## config.mk

```make
export PLATFORM = sky130hd
export DESIGN_NAME = spi_master_ctrl
export DESIGN_NICKNAME = d
export VERILOG_FILES = /design/src/rtl/spi_frame_pkg.sv /design/src/rtl/spi_master_ctrl.sv
export SDC_FILE = /design/constraint.sdc
export NUM_CORES = 1
export LEC_CHECK = 0
export CAP_MARGIN = 25
export CORE_MARGIN = 5
export CORE_UTILIZATION = 35
export CTS_BUF_LIST = sky130_fd_sc_hd__clkbuf_4
export DETAILED_ROUTE_END_ITERATION = 8
export HOLD_SLACK_MARGIN = 0.15
export SETUP_SLACK_MARGIN = 0.5
export SLEW_MARGIN = 20
export SYNTH_ARGS = -nofsm -noshare
export SYNTH_HDL_FRONTEND = slang
export SYNTH_SLANG_ARGS = --single-unit
```

## constraint.sdc

```tcl
create_clock -name i_sclk -period 2.2 [get_ports i_sclk]
set_input_delay 0.44 -clock i_sclk [delete_from_list [all_inputs] [get_ports i_sclk]]
set_output_delay 0.44 -clock i_sclk [all_outputs]
set_load 0.1 [all_outputs]
```

## src/rtl/spi_frame_pkg.sv

```systemverilog
// SPI frame layout shared by the master and the slave register banks:
// slot positions, frame sizes, master FSM encoding and the frame builder.
package spi_frame_pkg;

    localparam int unsigned FRAME_BITS    = 16;
    localparam int unsigned FRAME_SLOTS   = 17;

    localparam int unsigned WR_SLOT       = 0;
    localparam int unsigned EXT_LSB       = 1;
    localparam int unsigned RSV_SLOT      = 4;
    localparam int unsigned REG_LSB       = 5;
    localparam int unsigned DATA_LSB      = 8;

    localparam int unsigned CAPTURE_FIRST = 9;
    localparam int unsigned CAPTURE_LAST  = 16;

    typedef enum logic [1:0] {
        StGap  = 2'd0,
        StIdle = 2'd1,
        StXfer = 2'd2
    } state_e;

    // Bit n of the result is the value shown in frame slot n.
    function automatic logic [FRAME_BITS-1:0] build_frame(
        input logic       wr,
        input logic [2:0] ext_addr,
        input logic [2:0] reg_addr,
        input logic       rsv,
        input logic [7:0] wdata
    );
        logic [FRAME_BITS-1:0] f;
        f                 = '0;
        f[WR_SLOT]        = wr;
        f[EXT_LSB +: 3]   = ext_addr;
        f[RSV_SLOT]       = rsv;
        f[REG_LSB +: 3]   = reg_addr;
        f[DATA_LSB +: 8]  = wdata;
        return f;
    endfunction

endpackage

```

## src/rtl/spi_master_ctrl.sv

```systemverilog
// SPI frame master: serialises one 16-bit request frame over 17 slots and
// captures the 8-bit reply plus the slave response flag.
module spi_master_ctrl
    import spi_frame_pkg::*;
#(
    parameter logic        RESERVED_BIT = 1'b0,
    parameter int unsigned IDLE_GAP     = 1
) (
    input  logic       i_sclk,
    input  logic       i_rst,
    input  logic       i_start,
    input  logic       i_wr,
    input  logic [2:0] i_ext_addr,
    input  logic [2:0] i_reg_addr,
    input  logic [7:0] i_wdata,
    input  logic       i_miso,
    input  logic       i_miso_oe,
    output logic       o_ready,
    output logic       o_cs,
    output logic       o_mosi,
    output logic       o_done,
    output logic [7:0] o_rdata,
    output logic       o_ack
);

    localparam logic [3:0] GapLast  = 4'(IDLE_GAP - 1);
    localparam logic [4:0] SlotLast = 5'(FRAME_SLOTS - 1);
    localparam logic [4:0] CapFirst = 5'(CAPTURE_FIRST);
    localparam logic [4:0] CapLast  = 5'(CAPTURE_LAST);

    state_e                r_state, w_state_d;
    logic [4:0]            r_slot, w_slot_d;
    logic [3:0]            r_gap, w_gap_d;
    logic [FRAME_BITS-1:0] r_tx, w_tx_d;
    logic [7:0]            r_rx, w_rx_d;
    logic                  r_ackacc, w_ackacc_d;
    logic                  r_cs, w_cs_d;
    logic                  r_mosi, w_mosi_d;
    logic                  r_done, w_done_d;
    logic [7:0]            r_rdata, w_rdata_d;
    logic                  r_ack, w_ack_d;
    logic                  r_ready, w_ready_d;
    logic [FRAME_BITS-1:0] w_frame;
    logic [7:0]            w_rx_shift;

    assign w_frame    = build_frame(i_wr, i_ext_addr, i_reg_addr, RESERVED_BIT, i_wdata);
    assign w_rx_shift = {i_miso, r_rx[7:1]};

    always_comb begin
        w_state_d  = r_state;
        w_slot_d   = r_slot;
        w_gap_d    = r_gap;
        w_tx_d     = r_tx;
        w_rx_d     = r_rx;
        w_ackacc_d = r_ackacc;
        w_cs_d     = r_cs;
        w_mosi_d   = 1'b0;
        w_done_d   = 1'b0;
        w_rdata_d  = r_rdata;
        w_ack_d    = r_ack;
        unique case (r_state)
            StGap: begin
                w_cs_d = 1'b0;
                if (r_gap == GapLast) begin
                    w_gap_d   = '0;
                    w_state_d = StIdle;
                end else begin
                    w_gap_d = r_gap + 4'd1;
                end
            end
            StIdle: begin
                if (i_start) begin
                    w_mosi_d   = w_frame[WR_SLOT];
                    w_tx_d     = w_frame >> 1;
                    w_cs_d     = 1'b1;
                    w_slot_d   = '0;
                    w_rx_d     = '0;
                    w_ackacc_d = 1'b1;
                    w_state_d  = StXfer;
                end
            end
            StXfer: begin
                // The tx register drains to zero, so the realign slot shows 0.
                w_mosi_d = r_tx[0];
                w_tx_d   = r_tx >> 1;
                if (r_slot >= CapFirst && r_slot <= CapLast) begin
                    w_rx_d     = w_rx_shift;
                    w_ackacc_d = r_ackacc & i_miso_oe;
                end
                if (r_slot == SlotLast) begin
                    w_cs_d    = 1'b0;
                    w_done_d  = 1'b1;
                    w_rdata_d = w_rx_shift;
                    w_ack_d   = r_ackacc & i_miso_oe;
                    w_gap_d   = '0;
                    w_state_d = StGap;
                end else begin
                    w_slot_d = r_slot + 5'd1;
                end
            end
            default: begin
                w_cs_d    = 1'b0;
                w_gap_d   = '0;
                w_state_d = StGap;
            end
        endcase
        w_ready_d = (w_state_d == StIdle);
    end

    always_ff @(posedge i_sclk) begin
        if (i_rst) begin
            r_state  <= StGap;
            r_slot   <= '0;
            r_gap    <= '0;
            r_tx     <= '0;
            r_rx     <= '0;
            r_ackacc <= 1'b0;
            r_cs     <= 1'b0;
            r_mosi   <= 1'b0;
            r_done   <= 1'b0;
            r_rdata  <= '0;
            r_ack    <= 1'b0;
            r_ready  <= 1'b0;
        end else begin
            r_state  <= w_state_d;
            r_slot   <= w_slot_d;
            r_gap    <= w_gap_d;
            r_tx     <= w_tx_d;
            r_rx     <= w_rx_d;
            r_ackacc <= w_ackacc_d;
            r_cs     <= w_cs_d;
            r_mosi   <= w_mosi_d;
            r_done   <= w_done_d;
            r_rdata  <= w_rdata_d;
            r_ack    <= w_ack_d;
            r_ready  <= w_ready_d;
        end
    end

    assign o_ready = r_ready;
    assign o_cs    = r_cs;
    assign o_mosi  = r_mosi;
    assign o_done  = r_done;
    assign o_rdata = r_rdata;
    assign o_ack   = r_ack;

endmodule

```

# Word-level counts from Yosys, hierarchy flattened
# Index checks and enable logic that the tools add are counted.
# totals
register_bits	49
in_bits	20
out_inout_bits	13
elab_cells	61
# op_classes
add_sub_neg	2
order_cmp	2
n_eq_ne	8
muxes	23
n_bitwise	3
reduce_logical	11
# ops
op	count
$pmux W16 S2	1
$mux W16	1
$mux W8	2
$pmux W8 S2	1
$pmux W4 S3	1
$mux W5	2
$pmux W5 S2	1
$mux W4	2
$ne A2 B2 Y1 const B	4
$reduce_and A2 Y1	4
$mux W2	3
$pmux W1 S2	3
$pmux W2 S3	1
$reduce_and A3 Y1	2
$add A5 B1 Y5 const B	1
$eq A5 B5 Y1 const B	1
$ge A5 B4 Y1 const B	1
$le A5 B5 Y1 const B	1
$mux W1	5
$add A4 B1 Y4 const B	1
$eq A2 B1 Y1 const B	2
$logic_not A4 Y1	1
$eq A2 B2 Y1 const B	1
$logic_not A2 Y1	1
other kinds (5)	6

# Logic depth before layout (Yosys ltp)
# depth
word_depth	4
depth_mapped	8

# Least setup slack after synthesis
# OpenSTA, ideal clock, no wires.
# synth_timing
path_kind	reg2reg
from	register r_state[1]
to	register r_slot[2]
setup_time_ns	0.114
t_arrival_ns	1.460
required_ns	2.086
slack_ns	0.625
stages_incl_launch_ff	9
period_less_slack_ns	1.575
cell_sequence	dfxtp_1 > inv_1 > ha_1 > buf_4 > mux2_4 > buf_6 > o211ai_1 > xor2_1 > nor2_1
# synth_via
elab_chain_len	3
word_cells_on_any_way	7
cone_classes	eq/ne: 4; mux: 1; reduce/logical: 2
# synth_lines
item	line	text
start, declared	spi_master_ctrl.sv:31	state_e r_state, w_state_d;
start signal, assigned	spi_master_ctrl.sv:112	r_state <= StGap;
start signal, assigned	spi_master_ctrl.sv:125	r_state <= w_state_d;
$eq A2 B2 Y1 / $eq A2 B1 Y1 (equally long branches)	spi_master_ctrl.sv:61	unique case (r_state)
$ne A2 B2 Y1 (no source line) / $reduce_bool A2 Y1 (equally long branches)	-	
$reduce_and A3 Y1 (no source line)	-	
end signal, assigned	spi_master_ctrl.sv:126	r_slot <= w_slot_d;
end, declared	spi_master_ctrl.sv:32	logic [4:0] r_slot, w_slot_d;
# Parallel ways exist; a longest one is shown, timed or not.
# A chain may end at the register's enable or synchronous reset.

# Final worst setup path
# layout_timing
from	register r_slot[1]
to	register r_ready (netlist: o_ready)
# layout_via
elab_chain_len	4
# layout_lines
item	line	text
$eq A5 B5 Y1	spi_master_ctrl.sv:90	if (r_slot == SlotLast) begin
$mux W2	spi_master_ctrl.sv:90	
$pmux W2 S3	spi_master_ctrl.sv:61	
$eq A2 B1 Y1	spi_master_ctrl.sv:107	w_ready_d = (w_state_d == StIdle);
end signal, assigned	spi_master_ctrl.sv:136	r_ready <= w_ready_d;
end, declared	spi_master_ctrl.sv:42	logic r_ready, w_ready_d;
# Every way passes these cells.

==> results.py <==
metrics = {
    "sta": {
        "worst_pin_slew_ns": 0.535,
        "setup_viol": 0,
        "finalCritPeriodShare_pct": 72.9,
        "rsz0062_at_grt": "yes",
        "finalHoldViolCount": 0,
        "fmax_mhz": 623,
        "slew_headroom_pct": 64.3,
        "slew_viol_final": 0,
        "skew_ns": 0.0127,
        "tns_ns": 0,
        "finalCriticalPeriod_ns": 1.60,
    },
    "global_routing": {
        "grt_pass1_wl_mm": 8.16,
        "grt_pass1_vias": 1693,
        "grtUsageTotal_pct": 13.0,
        "gr-total-overflow": 0,
        "grt_max_degree": 37,
        "antenna_found_initial": 0,
    },
    "power_and_ir_drop": {
        "power.density_nw_per_um2": 775,
        "vdd_drop_max_uv": 339,
        "leakage_nw": 0.896,
    },
    "yosys": {
        "synthArstFlopShare_pct": 0,
        "syn-num-nets": 263,
        "syn_inst": 234,
        "synth_top_cell_by_area": "dfxtp_1",
        "synth-main-ff-cell": "dfxtp_1",
        "yosysWarnings": 0,
        "synth-edff-count": 0,
        "avgSynthCellArea_um2": 9.34,
        "synth.most_common_cell": "dfxtp_1",
        "ys_ff_latch": 47,
        "netlist_area_um2": 2180,
        "synthDominantCellAreaShare_pct": 43.1,
        "synth_cell_type_count": 44,
        "ys_top_cells_by_count": "dfxtp_1 (47), a21oi_1 (23), nor2_1 (22)",
        "synth_area_leaders": "dfxtp_1 (43%), mux2i_1 (6.4%), a21oi_1 (5.3%)",
        "synth_seq_area_share_pct": 43.1,
    },
    "cells_and_area": {
        "syn_to_final_growth_pct": 22.2,
        "ff_latch_area_um2": 946,
        "filler_cell_count": 599,
        "fin_util_pct": 44.5,
        "fin_nets": 292,
        "drive_gt1_share_pct": 18.3,
        "diodes": 0,
        "multi_input_area_um2": 1160,
    },
    "routing": {
        "avgViaCountPerCell": 5.27,
        "routed_wl_mm": 4.67,
        "vias": 1780,
        "wire_per_inst_um": 13.8,
        "drt-initial-drc-count": 102,
        "drc": 0,
        "drt-pass1-iter-count": 4,
        "antenna_left": 0,
    },
    "setup_path": {
        "critPathTopFamily": "simple AND/OR/NAND/NOR gates",
        "critPathMaxStageDelay_ns": 0.37,
        "crit_fanout": 5,
        "crit_buf_inv": 1,
        "cp.required_ns": 2.52,
        "arrival_ns": 1.92,
        "crit_type": "reg -> reg",
        "start_kind": "flop",
        "cp_cell_sequence": "inv_1 > ha_2 > and4bb_2 > nor2_2 > o31ai_1 > and2_1",
        "crit_slowest_cell": "dfxtp_2",
        "critPathCaptureType": "flop",
    },
    "floorplanning": {
        "io_pins": 33,
        "initial_core_util_pct": 36.5,
        "die_h_um": 89.0,
        "coreArea_um2": 5990,
        "die_w_um": 89.0,
        "fp.dieArea_um2": 7920,
        "rows": 28,
    },
    "clock_tree": {
        "cts_resized": 5,
        "clockBufferDepth": 2,
        "cts_root_buf": "clkbuf_4",
        "clock_latency_ns": 0.37,
        "cts_tree": "yes",
        "cts_setup_buffers": 0,
        "cts_hold_buffers": 0,
        "cts_made_buffers": 5,
        "clock_sinks": 47,
        "path_clk_slew_ns": 0.14,
        "ctsHtreeMaxLevel": 2,
    },
    "min_path": {
        "min_path_type": "reg -> reg",
    },
    "placed_design": {
        "dp_hpwl_mm": 3.20,
        "port_buffers": 32,
        "gp_congestion": 0.796,
    },
    "flow_run": {
        "drv_cap": 0,
    },
    "outcome": {
        "outcome": "finished clean",
    },
}
worst paths after layout:
kind	depth (start not counted)	from	slack, ns	end
max	6	r_slot[1]	0.60	o_ready
min	2	o_rdata[4]	0.46	o_rdata[4]
max reg2reg	6	r_slot[1]	0.60	o_ready
min reg2reg	2	o_rdata[4]	0.46	o_rdata[4]
through the flow:
| stage | total power, W | instance area, µm² | hold slack (ns) | std cells | worst slack, ns |
|---|---|---|---|---|---|
| final | 0.00207 | 2670 | 0.465 | 338 | 0.596 |
| after global routing | 0.00219 | 2670 | 0.496 | 338 | 0.483 |
| after CTS | 0.00206 | 2620 | 0.471 | 338 | 0.530 |
| after detailed placement | 0.00155 | 2530 | 0.452 | 331 | 0.250 |
| after global placement | 0.00154 | 2530 | 0.441 | 331 | 0.278 |
| after floorplan | 0.00142 | 2180 | 0.432 | 234 | 0.625 |
state kept, by name (all words and copies together) (netlist names):
register / flops
r_tx: 15
o_rdata: 8
r_rx: 7
r_slot: 5
r_gap: 4
r_state: 2
o_ack: 1
o_cs: 1
o_done: 1
o_mosi: 1
o_ready: 1
r_ackacc: 1
layout make-up:
type / instances / share of cell area (%)
flip-flops and latches: 47 / 35.4
multi-input cells: 161 / 43.3
clock buffers: 5 / 1.41
repair buffers: 39 / 13.6
clock inverters: 2 / 1.41
inverters: 9 / 1.27
well taps: 75 / 3.52
tightest hold or removal path: cells and delay by family (launching register included):
family,cells,cell delay [ns]
simple gates,1,0.05
flops,1,0.33
compound gates,1,0.05
logic make-up after synthesis:
family                   share of synthesized area, %
adder cells (fa/ha/maj)                          5.15
AO/OA/AOI/OAI                                    18.6
XOR/XNOR                                         1.20
flip-flops                                       43.1
AND/OR/NAND/NOR                                  18.6
multiplexers                                     7.10
buffers and inverters                            6.36
power breakdown:
part           internal (W)  switching, W
combinational      0.000233      0.000344
clock              0.000233      0.000275
sequential         0.000933     0.0000509
total               0.00140      0.000670
layout by cell type (no fill, tap or decap), types with 2 or more instances in the layout:
| cell | instances |
|---|---|
| dfxtp_1 | 43 |
| a21oi_1 | 23 |
| nor2_1 | 22 |
| clkdlybuf4s50_1 | 19 |
| buf_4 | 17 |
| mux2i_1 | 13 |
| a211oi_1 | 13 |
| nand2_1 | 12 |
| nand3_1 | 12 |
| nand4_1 | 10 |
| inv_1 | 9 |
| o21ai_1 | 7 |
| ha_1 | 6 |
| clkbuf_4 | 5 |
| dfxtp_2 | 4 |
| nor2b_1 | 3 |
| o31ai_1 | 3 |
| nor3_1 | 2 |
| a21oi_2 | 2 |
| a32oi_1 | 2 |
| xor2_1 | 2 |
| or3_1 | 2 |
| ha_4 | 2 |
layer usage:
metal | up-vias | track usage, % | part of all wire (%)
met3 | 7 | 3.78 | 5.9
met4 | 0 | 4.06 | 1.3
met2 | 40 | 20.2 | 44
met5 | - | 0 | 0
met1 | 833 | 17.6 | 49
li1 | 900 | - | -
Note: power is estimated with default switching activity, not from simulation.
==> RTL change 1 (same flow settings) <==
Reset style: asynchronous (`i_rst`), changed in one clocked block.
--- a/src/rtl/spi_master_ctrl.sv
+++ b/src/rtl/spi_master_ctrl.sv
@@ -107,7 +107,7 @@
         w_ready_d = (w_state_d == StIdle);
     end
 
-    always_ff @(posedge i_sclk) begin
+    always_ff @(posedge i_sclk or posedge i_rst) begin
         if (i_rst) begin
             r_state  <= StGap;
             r_slot   <= '0;
Check against the original RTL: differs if i_rst is asserted again (counterexample within 4 cycles, from zero or initial values and one cycle with i_rst high); with i_rst held inactive, the same outputs for 10 cycles.
==> RTL change 1 against the original RTL <==
  * Area after synthesis rose by 4.2%
  * Sequential cell count did not move
  * Cell area rose by 10%
  * Wire length rose by 0.47%
  * Worst setup slack got worse by 32 ps
  * Largest cell class is now sequential cells
Power is not compared: it rests on default switching activity, and its combinational part moved more than twofold at a synthesized area within 25%.
==> RTL change 1: results (changes against the original RTL) <==
Worst Reg-to-Reg Cells=5 (-1); dpl cell area=2690 um^2 (+6.3%); Worst Clk Skew=3.13 ps (-9.55 ps); max reg flops=15 (unchanged); clock buffer depth=2 (unchanged); CP arrival=1940 ps (+20 ps); dpl cells=324 (-2.1%); top cells by area, synth=dfrtp_1 (52%), nand2_1 (7.7%), mux2i_1 (7.0%), ha_1 (4.9%), o21ai_0 (4.8%); Vias=1692 (-4.9%); worst reg2reg path startpoint=r_gap[0]; Total GRT Usage=0.116 (-0.0139); Worst Hold Class=input pin to async pin; Clk Latency, worst-skew pair=350 ps (-20 ps); pre-CTS WS=273 ps (+22.5 ps); hold_ws=396 ps (-68.7 ps); syn_nets=247 (-6.1%); Mean Syn Cell Area=10.4 um^2 (+12%); commonest cells in the netlist=dfrtp_1 (47), nand2_1 (47), o21ai_0 (22); nets=297 (+1.7%); gpl congestion=0.745 (-6.4%); Reg-to-Reg End=o_ready; P&R area growth vs syn=28.9%; relative max-transition margin=0.697 (+0.0545); register area share after synthesis=0.516 (+0.0858); largest net degree at the start of global routing=31 (-16%); Async SR Flop Fraction=1.00 (+1.00); first-pass GRT wire length=8000 um (-1.9%); WL/cell=13.6 um (-1.9%); CP max-delay cell=dfrtp_1; layout cells sized above 1=0.253 (+0.0703); crit-path leading delay family=simple AND/OR/NAND/NOR gates; CP Max Fanout=4 (-1); Finished Layout Cells=346 (+2.4%); flop2flop setup slack=560 ps (-30 ps); Synth area leader=dfrtp_1; Crit path largest cell delay=420 ps (+50 ps); DP HPWL=3080 um (-3.6%); vias in the first global route=1646 (-2.8%); First DRT Iteration DRCs=54 (-47%); status=finished, final reports clean; synth unique cells=38 (-14%); Fillers=608 (+1.5%)
==> RTL change 1: timing repair <==
item / 4_1_cts / 5_1_grt
setup endpoints to repair: 36 / 37
gates resized for setup: 6 / 14
setup buffers: 5 / 9
cloned: 0 / 0
pin swaps: 2 / 5
==> RTL change 1: how the worst max path moves through the flow <==
stage	end	slack (ps)	depth (start not counted)	from
6_report	o_ready	560	5	r_gap[0]
5_1_grt	o_ready	480	5	r_state[0]
4_1_cts	r_slot[2]	470	6	r_state[0]
3_5_place_dp	o_ready	270	5	i_start
3_3_place_gp	o_ready	270	5	i_start
2_1_floorplan	r_rx[1]	530	7	r_state[1]
==> RTL change 1: cell families after synthesis <==
family          Yosys count  share of synthesized area
compound gates           43                      0.138
xor+xnor                  2                    0.00769
fa+ha+maj                 9                     0.0495
buf+inv                  20                     0.0379
flops                    47                      0.516
mux                      17                     0.0753
simple gates             80                      0.175
==> RTL change 1: final cells by class <==
class,instances,share of cell area
well taps,77,0.0328
repair buffers,53,0.157
flip-flops and latches,47,0.402
clock inverters,3,0.00682
inverters,10,0.0128
multi-input cells,151,0.376
clock buffers,5,0.0128
==> RTL change 1: routing by layer <==
layer / track usage / up-vias / wire (um)
met3: 0.0350 / 10 / 205
met5: 0 / - / 0
met4: 0.0298 / 0 / 61
li1: - / 857 / -
met2: 0.178 / 33 / 2220
met1: 0.161 / 792 / 2210
==> RTL change 1: report_power, final <==
| group | total (uW) | internal, uW | switching [uW] |
|---|---|---|---|
| Combinational | 2090 | 742 | 1350 |
| Clock | 409 | 123 | 286 |
| Sequential | 1330 | 1140 | 183 |
==> RTL change 2 (config.mk and constraints unchanged) <==
Made on the original files. Change the parameter `RESERVED_BIT` from 1'b0 to 1'b1.
--- a/src/rtl/spi_master_ctrl.sv
+++ b/src/rtl/spi_master_ctrl.sv
@@ -3,7 +3,7 @@
 module spi_master_ctrl
     import spi_frame_pkg::*;
 #(
-    parameter logic        RESERVED_BIT = 1'b0,
+    parameter logic        RESERVED_BIT = 1'b1,
     parameter int unsigned IDLE_GAP     = 1
 ) (
     input  logic       i_sclk,
Function: changed (a bounded check fails within 10 cycles, from zero or initial values and one cycle with i_rst high).
==> RTL change 2 against the original RTL <==
  * Worst setup slack lost 6.5 ps
  * Area after synthesis rose by 0.69%
  * Sequential cell count is the same
  * Clock skew shrank 4.2 ps
  * Cell area up 0.61%
  * Wire length is 0.62% higher
  * Combinational power rose by 11%
  * Total power down 0.38%
  * Non-clock buffer count increased by 2
  * Largest cell class unchanged
==> RTL change 2: results (changes against the original RTL) <==
Metal-1 WL=2330 um (+1.4%); commonest cells in the netlist=dfxtp_1 (47), a21oi_1 (24), nor2_1 (22); flop2flop setup slack=590 ps; first-pass GRT wire length=8040 um (-1.4%); WL met2=2100 um (+3.2%); largest register by flop count=r_tx; Fillers=616 (+2.8%); Worst Clk Skew=8.48 ps (-4.20 ps); Logic pwr share=0.310 (+0.031); gpl congestion=0.793 (-0.31%); Leak=0.000908 uW (+1.3%); pre-CTS WS=233 ps (-17.5 ps); P&R area growth vs syn=22.1% (about the same); status=finished, final reports clean; clock buffer depth=2 (unchanged); register area share after synthesis=0.428 (-0.00294); top cells by area, synth=dfxtp_1 (43%), mux2i_1 (5.9%), a21oi_1 (5.5%), ha_1 (5.1%), a211oi_1 (4.4%); First DRT Iteration DRCs=100 (-2.0%); dpl cell area=2540 um^2 (+0.45%); syn_nets=263 (unchanged); switch share=0.351 (+0.0269); synth unique cells=46 (+4.5%); largest net degree at the start of global routing=26 (-30%); relative max-transition margin=0.647 (+0.00477); Vias/cell=5.16 (-2.1%); nets=296 (+1.4%); layout cells sized above 1=0.187 (+0.00406); worst vdd ir=377 uV (+11%); DP HPWL=3240 um (+1.2%); Max Fclk=621 MHz (-0.40%); met3 WL post-DR=226 um (-19%); Total GRT Usage=0.128 (-0.00239); # hold bufs at CTS=0 (unchanged); WL/cell=13.7 um (-0.85%); H-tree Lvls=2 (unchanged); vias in the first global route=1714 (+1.2%); Main synth FF type=dfxtp_1; Clock Power Share=0.209 (-0.036); clock root buffer master=clkbuf_4
-- RTL change 2: what timing repair did --
action	4_1_cts	5_1_grt
setup buffers	1	1
pin swaps	0	1
cloned	0	1
resized for setup	6	8
endpoints found under the setup margin	17	21
-- RTL change 2: worst max-delay path: stages, from the launching register on --
cell	delay, ps
dfxtp_1	420
inv_1	100
ha_1	220
nand4bb_2	190
nand2_1	150
a2111oi_4	320
and2_1	170
-- RTL change 2: metrics by stage --
| stage | instances | total power [uW] | hold WS (ps) |
|---|---|---|---|
| floorplan | 234 | 1450 | 432 |
| global placement | 332 | 1570 | 442 |
| detailed placement | 332 | 1580 | 450 |
| CTS | 341 | 2020 | 470 |
| global route | 343 | 2180 | 494 |
| finish | 343 | 2060 | 465 |
-- RTL change 2: final timing paths --
kind              cells after the start    endpoint        from
setup / recovery                      6     o_ready   r_slot[1]
hold / removal                        2  o_rdata[4]  o_rdata[4]
setup reg to reg                      6     o_ready   r_slot[1]
hold reg to reg                       2  o_rdata[4]  o_rdata[4]
-- RTL change 2: logic make-up (layout without fill, tap and decap cells) --
group | count (synthesis) | after routing | synth area share
compound gates | 59 | 59 | 0.183
xor+xnor | 3 | 3 | 0.0119
fa+ha+maj | 9 | 9 | 0.0512
buf+inv | 26 | 59 | 0.0677
flops | 47 | 47 | 0.428
mux | 15 | 16 | 0.0762
simple gates | 75 | 75 | 0.183
-- RTL change 2: area by class of cell --
type	count	share of cell area
clock buffers	5	0.0140
clock inverters	3	0.00885
inverters	10	0.0140
multi-input cells	162	0.435
flip-flops and latches	47	0.352
well taps	75	0.0349
repair buffers	41	0.142
-- RTL change 2: routing by layer --
metal  up-vias  global-route usage
met2        33               0.204
met3         6              0.0396
met4         0              0.0379
li1        909                   -
met5         -                   0
met1       821               0.167
